--- config.mk ---
export PLATFORM = sky130hd
export DESIGN_NAME = inv_key_expander
export DESIGN_NICKNAME = d
export VERILOG_FILES = /design/src/rtl/aes_pkg.sv /design/src/rtl/keyScheduleCore.sv /design/src/rtl/inv_key_expander.sv
export SDC_FILE = /design/constraint.sdc
export NUM_CORES = 1
export LEC_CHECK = 0
export BUFFER_PORTS_ARGS = -buffer_cell sky130_fd_sc_hd__buf_2
export CORE_UTILIZATION = 35
export CTS_CLUSTER_DIAMETER = 60
export DETAILED_ROUTE_END_ITERATION = 7
export MAX_ROUTING_LAYER = met4
export PLACE_DENSITY = 0.58
export SYNTH_ARGS = -nofsm -noshare
export SYNTH_HDL_FRONTEND = slang
export SYNTH_SLANG_ARGS = --single-unit
--- constraint.sdc ---
create_clock -name clk -period 6.3 [get_ports clk]
set_clock_uncertainty 0.15 [all_clocks]
set_input_delay 1.26 -clock clk [delete_from_list [all_inputs] [get_ports clk]]
set_output_delay 1.26 -clock clk [all_outputs]
set_load 0.01 [all_outputs]
--- src/rtl/aes_pkg.sv ---
// Shared AES-128 constants, the round-constant and S-box tables, and the
// state type of the inverse key expander.
package aes_pkg;

  localparam int AES_KEY_W  = 128;
  localparam int AES_WORD_W = 32;
  localparam int AES_ROUNDS = 10;

  typedef enum logic {
    IDLE = 1'b0,
    RUN  = 1'b1
  } inv_key_state_t;

  // Rcon[r] is the round constant used to build round key r+1.
  function automatic logic [7:0] aes_rcon(input logic [3:0] r);
    logic [7:0] c;
    case (r)
      4'd0:    c = 8'h01;
      4'd1:    c = 8'h02;
      4'd2:    c = 8'h04;
      4'd3:    c = 8'h08;
      4'd4:    c = 8'h10;
      4'd5:    c = 8'h20;
      4'd6:    c = 8'h40;
      4'd7:    c = 8'h80;
      4'd8:    c = 8'h1b;
      4'd9:    c = 8'h36;
      default: c = 8'h00;
    endcase
    return c;
  endfunction

  // Forward S-box, entry 0 in the most significant byte.
  localparam logic [2047:0] AES_SBOX = {
    128'h637c777bf26b6fc53001672bfed7ab76,
    128'hca82c97dfa5947f0add4a2af9ca472c0,
    128'hb7fd9326363ff7cc34a5e5f171d83115,
    128'h04c723c31896059a071280e2eb27b275,
    128'h09832c1a1b6e5aa0523bd6b329e32f84,
    128'h53d100ed20fcb15b6acbbe394a4c58cf,
    128'hd0efaafb434d338545f9027f503c9fa8,
    128'h51a3408f929d38f5bcb6da2110fff3d2,
    128'hcd0c13ec5f974417c4a77e3d645d1973,
    128'h60814fdc222a908846eeb814de5e0bdb,
    128'he0323a0a4906245cc2d3ac629195e479,
    128'he7c8376d8dd54ea96c56f4ea657aae08,
    128'hba78252e1ca6b4c6e8dd741f4bbd8b8a,
    128'h703eb5664803f60e613557b986c11d9e,
    128'he1f8981169d98e949b1e87e9ce5528df,
    128'h8ca1890dbfe6426841992d0fb054bb16
  };

  function automatic logic [7:0] aes_sbox(input logic [7:0] x);
    return AES_SBOX[(255 - int'(x)) * 8 +: 8];
  endfunction

endpackage

--- src/rtl/keyScheduleCore.sv ---
// Key schedule core: RotWord, SubWord, then XOR of Rcon[roundNumber]
// into the most significant byte.
module keyScheduleCore
  import aes_pkg::*;
(
  input  logic [AES_WORD_W-1:0] inputWord,
  input  logic [3:0]            roundNumber,
  output logic [AES_WORD_W-1:0] outputWord
);

  logic [AES_WORD_W-1:0] rot_word;

  assign rot_word = {inputWord[23:0], inputWord[31:24]};

  assign outputWord = {aes_sbox(rot_word[31:24]) ^ aes_rcon(roundNumber),
                       aes_sbox(rot_word[23:16]),
                       aes_sbox(rot_word[15:8]),
                       aes_sbox(rot_word[7:0])};

endmodule

--- src/rtl/inv_key_expander.sv ---
// Sequential AES-128 inverse key schedule: emits round keys 10 down to 0.
// Optional INV_KEY_ABORT_EN adds a key_abort input that cancels a walk.
module inv_key_expander
  import aes_pkg::*;
(
  input  logic                 clk,
  input  logic                 rst,
  input  logic                 start,
  input  logic [AES_KEY_W-1:0] last_key,
  input  logic                 key_ready,
`ifdef INV_KEY_ABORT_EN
  input  logic                 key_abort,
`endif
  output logic [AES_KEY_W-1:0] round_key,
  output logic [3:0]           round_num,
  output logic                 key_valid,
  output logic                 busy,
  output logic                 done
);

  // Handshake: a key is transferred on every rising clk edge where
  // key_valid && key_ready; while key_ready is low the key and its index hold.

  inv_key_state_t        state, state_nxt;
  logic [AES_KEY_W-1:0]  key_nxt, prev_key;
  logic [3:0]            num_nxt;
  logic                  done_nxt;
  logic                  abort_req;
  logic [AES_WORD_W-1:0] a_p, b_p, c_p, d_p;
  logic [AES_WORD_W-1:0] a_r, b_r, c_r, d_r;
  logic [AES_WORD_W-1:0] core_word;

`ifdef INV_KEY_ABORT_EN
  assign abort_req = key_abort;
`else
  assign abort_req = 1'b0;
`endif

  assign {a_p, b_p, c_p, d_p} = round_key;

  // Undo the forward recurrence: the last three words first, then the
  // first word needs the recovered d to rebuild the core term.
  assign d_r = d_p ^ c_p;
  assign c_r = c_p ^ b_p;
  assign b_r = b_p ^ a_p;
  assign a_r = a_p ^ core_word;
  assign prev_key = {a_r, b_r, c_r, d_r};

  keyScheduleCore u_core (
    .inputWord   (d_r),
    .roundNumber (round_num - 4'd1),
    .outputWord  (core_word)
  );

  assign key_valid = (state == RUN);
  assign busy      = (state == RUN);

  always_comb begin
    state_nxt = state;
    key_nxt   = round_key;
    num_nxt   = round_num;
    done_nxt  = 1'b0;
    case (state)
      IDLE: begin
        if (start) begin
          state_nxt = RUN;
          key_nxt   = last_key;
          num_nxt   = 4'(AES_ROUNDS);
        end
      end
      RUN: begin
        if (abort_req) begin
          state_nxt = IDLE;
          key_nxt   = '0;
          num_nxt   = '0;
        end else if (key_ready) begin
          if (round_num == 4'd0) begin
            // Walk complete; key material is not left in the register.
            state_nxt = IDLE;
            done_nxt  = 1'b1;
            key_nxt   = '0;
            num_nxt   = '0;
          end else begin
            key_nxt = prev_key;
            num_nxt = round_num - 4'd1;
          end
        end
      end
      default: state_nxt = IDLE;
    endcase
  end

  always_ff @(posedge clk or posedge rst) begin
    if (rst) begin
      state     <= IDLE;
      round_key <= '0;
      round_num <= '0;
      done      <= 1'b0;
    end else begin
      state     <= state_nxt;
      round_key <= key_nxt;
      round_num <= num_nxt;
      done      <= done_nxt;
    end
  end

endmodule

* Yosys cells after proc, flatten, opt, wreduce, memory -nomap -nowiden
Memory sizes are Yosys's and may differ from the RTL's. Index checks and enable logic that the tools add are counted.
Word-level totals: flip-flop bits (word level) 134, bits in read-only memories 128, output and inout bits 135, logic and storage cells 39, memories kept 1
Memories:
- (name not given) | depth 16, width 8, read ports 1, clocked after memory_dff 0, write ports 0, RTL line aes_pkg.sv:17 | case (r)
Operators by class: add/subtract/negate cells 5, equal/unequal tests 2, shift operators 4, multiplexer cells 15, bitwise gates (word level) 6, reductions and logical operators 2
Operator list (count):
- $shiftx 2048x32->8 const A | 4
- $mux 128 | 3
- $pmux 128 s2 | 1
- $xor 32x32->32 | 4
- $sub 8x8->9 const A | 4
- $mux 4 | 3
- $pmux 4 s2 | 1
- $xor 8x8->8 | 1
- $mux 1 | 6
- $logic_not 4->1 | 1
- $ne 2x2->1 const B | 2
- $sub 4x1->4 const B | 1
- $pmux 1 s2 | 1
- $reduce_and 2->1 | 1
- $not 1->1 | 1

* Logic depth before layout (Yosys ltp)
depth after elaboration 8, depth in mapped cells 15, mapped depth without buffers 12

* By module
A second synthesis with hierarchy kept.
Second synthesis, totals: cell total of the unflattened synthesis 3066, area, all modules 21938.5 µm²
By module, submodules not included:
- keyScheduleCore | times used 1, cells each 2125, area each 13539.2 µm², sequential area each 0.0 µm²
- inv_key_expander | times used 1, cells each 941, area each 8399.3 µm², sequential area each 3353.2 µm²

* Worst setup path after synthesis
Ideal clock, no wire load.
path type reg2reg, from reg round_key[25], to reg round_key[98], library setup time 126 ps, arrival 3646 ps, path slack 2378 ps, cell stages (with the launch flop) 16, period minus slack after synthesis 3922 ps, path through dfrtp_1 xor2_1 inv_1 clkbuf_1 buf_1 ha_1 clkbuf_1 inv_1 nand2_1 nand2_1 mux4_2 nand2_1 o21ai_1 mux4_2 a21o_1 a221o_1
Between the ends: cells in the longest elaborated chain, start to end 7
RTL lines:
- start: declaration | RTL line inv_key_expander.sv:14 | output logic [AES_KEY_W-1:0] round_key,
- start signal: assignment | RTL line inv_key_expander.sv:101 | round_key <= key_nxt;
- $xor 32x32->32 | RTL line inv_key_expander.sv:43 | assign d_r = d_p ^ c_p;
- $sub 8x8->9 | RTL line aes_pkg.sv:54 | return AES_SBOX[(255 - int'(x)) * 8 +: 8];
- $shiftx 2048x32->8 | RTL line aes_pkg.sv:54
- $xor 32x32->32 | RTL line inv_key_expander.sv:46 | assign a_r = a_p ^ core_word;
- $mux 128 | RTL line inv_key_expander.sv:77 | if (round_num == 4'd0) begin
- $mux 128 | RTL line inv_key_expander.sv:76 | end else if (key_ready) begin
- $pmux 128 s2 | RTL line inv_key_expander.sv:63 | case (state)
Every way passes these cells. The select of a mux whose other input is x is not followed. A chain may end at the register's enable or synchronous reset.

* Worst setup path after layout
from reg round_key[57], to reg round_key[99]
Same word-level chain as after synthesis.

==> qor.csv <==
metric;value;unit
kind of critical path;reg -> reg;
Die H;246;µm
root buffer cell;clkbuf_16;
Die X;246;µm
CP max stage cell;o311ai_0;
largest net degree at the start of global routing;131;
drt pass-1 iters;6;
hold slack;0.448;ns
Final period util;73.5;%
R2R cell count;13;
register area share after synthesis;16.1;%
WL final;107;mm
Post-synth EDFFs;0;
via count;26712;
# setup viols final;0;
post-synthesis cell area;20900;µm²
RSZ-0062 raised after global routing;false;
most common cell after layout, fill and taps aside;nand2_1;
GP Congestion;1.04;
Rows;89;
Via density;7.15;
Top Ports;267;
vias in the first global route;24300;
Crit path max-delay family;compound AO/OA/AOI/OAI gates;
total gr overflow;0;
crit-path cells;xor2_2 > buf_4 > inv_1 > ha_1 > inv_1 > nand2_1 > a21oi_1 > o311ai_0 > o31ai_1 > a2111oi_0 > a21oi_1 > or3_1 > nand3_1;
fraction of registers with async set/reset;100;%
H-tree depth;4;
Worst setup SP type;flop;
CTS Buf Count;17;
status;complete, no violations;
GRT Overall Usage;35.2;%
Slew @ Worst Pin;1.14;ns
WP buf/inv;3;
worst rel slew slack;23.6;%
Max FO, Critical Path;23;
global-route wire length before repair;160;mm
max_cap viols;0;
Synthesized Nets;3092;
placeable core region;58900;µm²
commonest cells after routing, fill and taps aside;nand2_1, nor2_1, buf_2;
Worst Setup SP;round_key[57];
design area;23400;µm²
Setup Buffers After CTS;0;
per-cell routed wire length;28.6;µm
Synth warnings;0;
setup TNS;0;ns
Port-buffer cells;266;
CP required;6.59;ns
Worst-path clk slew;0.07;ns
utilization after layout;39.7;%
antenna violations before repair;5;
Syn Area/Cell;7.19;µm²
top_reg_cell synth;dfrtp_1;
Resized Gates After CTS;0;
Mapped Cells;2902;
starting density of the core;35.4;%
CTS tree;done;
Area after DPL;22800;µm²
max frequency;216;MHz
CP peak stage delay;0.61;ns
arrival time at the worst endpoint;4.91;ns
CTS Buffer Depth;2;
class of the worst hold path;reg -> reg;
WP depth;13;
Area Growth Syn to Fin;12.1;%
Post-DP HPWL;70.7;mm
clock net sink count;134;
hold_sp;round_key[8];
Max Slew Vio Count;0;
Worst-Skew Late Latency;0.51;ns
Fill cells;6138;
cts hold-fix bufs;0;
antenna viol nets, final;0;
Iteration-0 DRC Markers;4891;
worst hold stages;1;
nets;3137;
Hold Vio Cnt, Final;0;
Crit. End Element;flop;
FF+latch count, synth;134;
Netlist cell types;89;
post-route minimum period;4.63;ns
area of the die;60600;µm²
fraction of layout cells with a size suffix above 1;16.7;%
origin of the critical flop-to-flop path;round_key[57];
Remaining DRCs;0;
-- sequential cells by signal (all words and copies together), names as in the netlist --
name       cells
busy           1
round_num      4
round_key    128
done           1
-- cells in the mapped netlist (25+ instances only) --
cell	n	area share (%)
nand2_1	298	5.4
a21oi_1	189	4.5
nor3b_1	72	2.6
a311oi_1	63	2.6
inv_1	32	0.58
a211oi_1	46	1.7
nor2_1	294	5.3
clkbuf_1	205	3.7
nor3_1	95	2.3
o21ai_0	259	6.2
dfrtp_1	134	16
a31oi_1	58	1.7
ha_1	58	3.5
mux2i_1	102	4.9
a221o_1	83	4.0
a221oi_1	33	1.4
o211ai_1	62	2.2
o311ai_0	47	2.0
o22ai_1	57	1.7
xnor2_1	43	1.8
buf_2	82	2.0
nand3_1	115	2.8
mux4_2	38	4.1
o31ai_1	29	1.0
o221ai_1	25	1.0
-- layout make-up --
type,instances,area (µm²),share of cell area [%]
Timing Repair Buffer,353,2010,8.60
Clock inverter,14,153,0.653
Multi-Input combinational cell,2403,16300,69.7
Clock buffer,18,429,1.84
Inverter,38,150,0.642
Sequential cell,134,3350,14.3
Tap cell,773,967,4.14
Antenna cell,5,12.5,0.0535
-- logic make-up (layout without fill, tap and decap cells) --
logic type / count (synthesis) / count (layout) / synth area share (%)
adders and majority gates: 58 / 58 / 3.48
other: 0 / 5 / 0
buffers and inverters: 365 / 423 / 7.61
DFF: 134 / 134 / 16.1
muxes: 144 / 144 / 9.34
AOI/OAI and AO/OA: 1135 / 1135 / 37.7
and+or+nand+nor: 987 / 987 / 21.9
xor gates and xnor gates: 79 / 79 / 3.92
-- layer usage --
layer	vias up	share of wire (%)	track usage [%]
met4	0	4.4	14.7
li1	11325	-	-
met3	357	11	7.77
met1	12882	40	46.4
met2	2148	44	51.5
met5	-	0	-
-- path summary, 6_finish.rpt --
| check | to | slack (ns) |
|---|---|---|
| max | round_key[99] | 1.67 |
| min | round_key[8] | 0.45 |
| max reg2reg | round_key[99] | 1.67 |
| min reg2reg | round_key[8] | 0.45 |
| max in group asynchronous | round_key[55] | 3.93 |
| min in group asynchronous | round_key[0] | 0.77 |
-- per-stage QoR --
stage / instances / setup slack [ns]
final: 3738 / 1.67
after global routing: 3738 / 1.50
after global placement: 3701 / 1.78
after CTS: 3733 / 1.75
after floorplan: 2902 / 1.31
after detailed placement: 3701 / 1.78
Power is left out: the tool's default activity adds up to more than one toggle a clock period on the data nets, which glitch-free logic cannot reach.
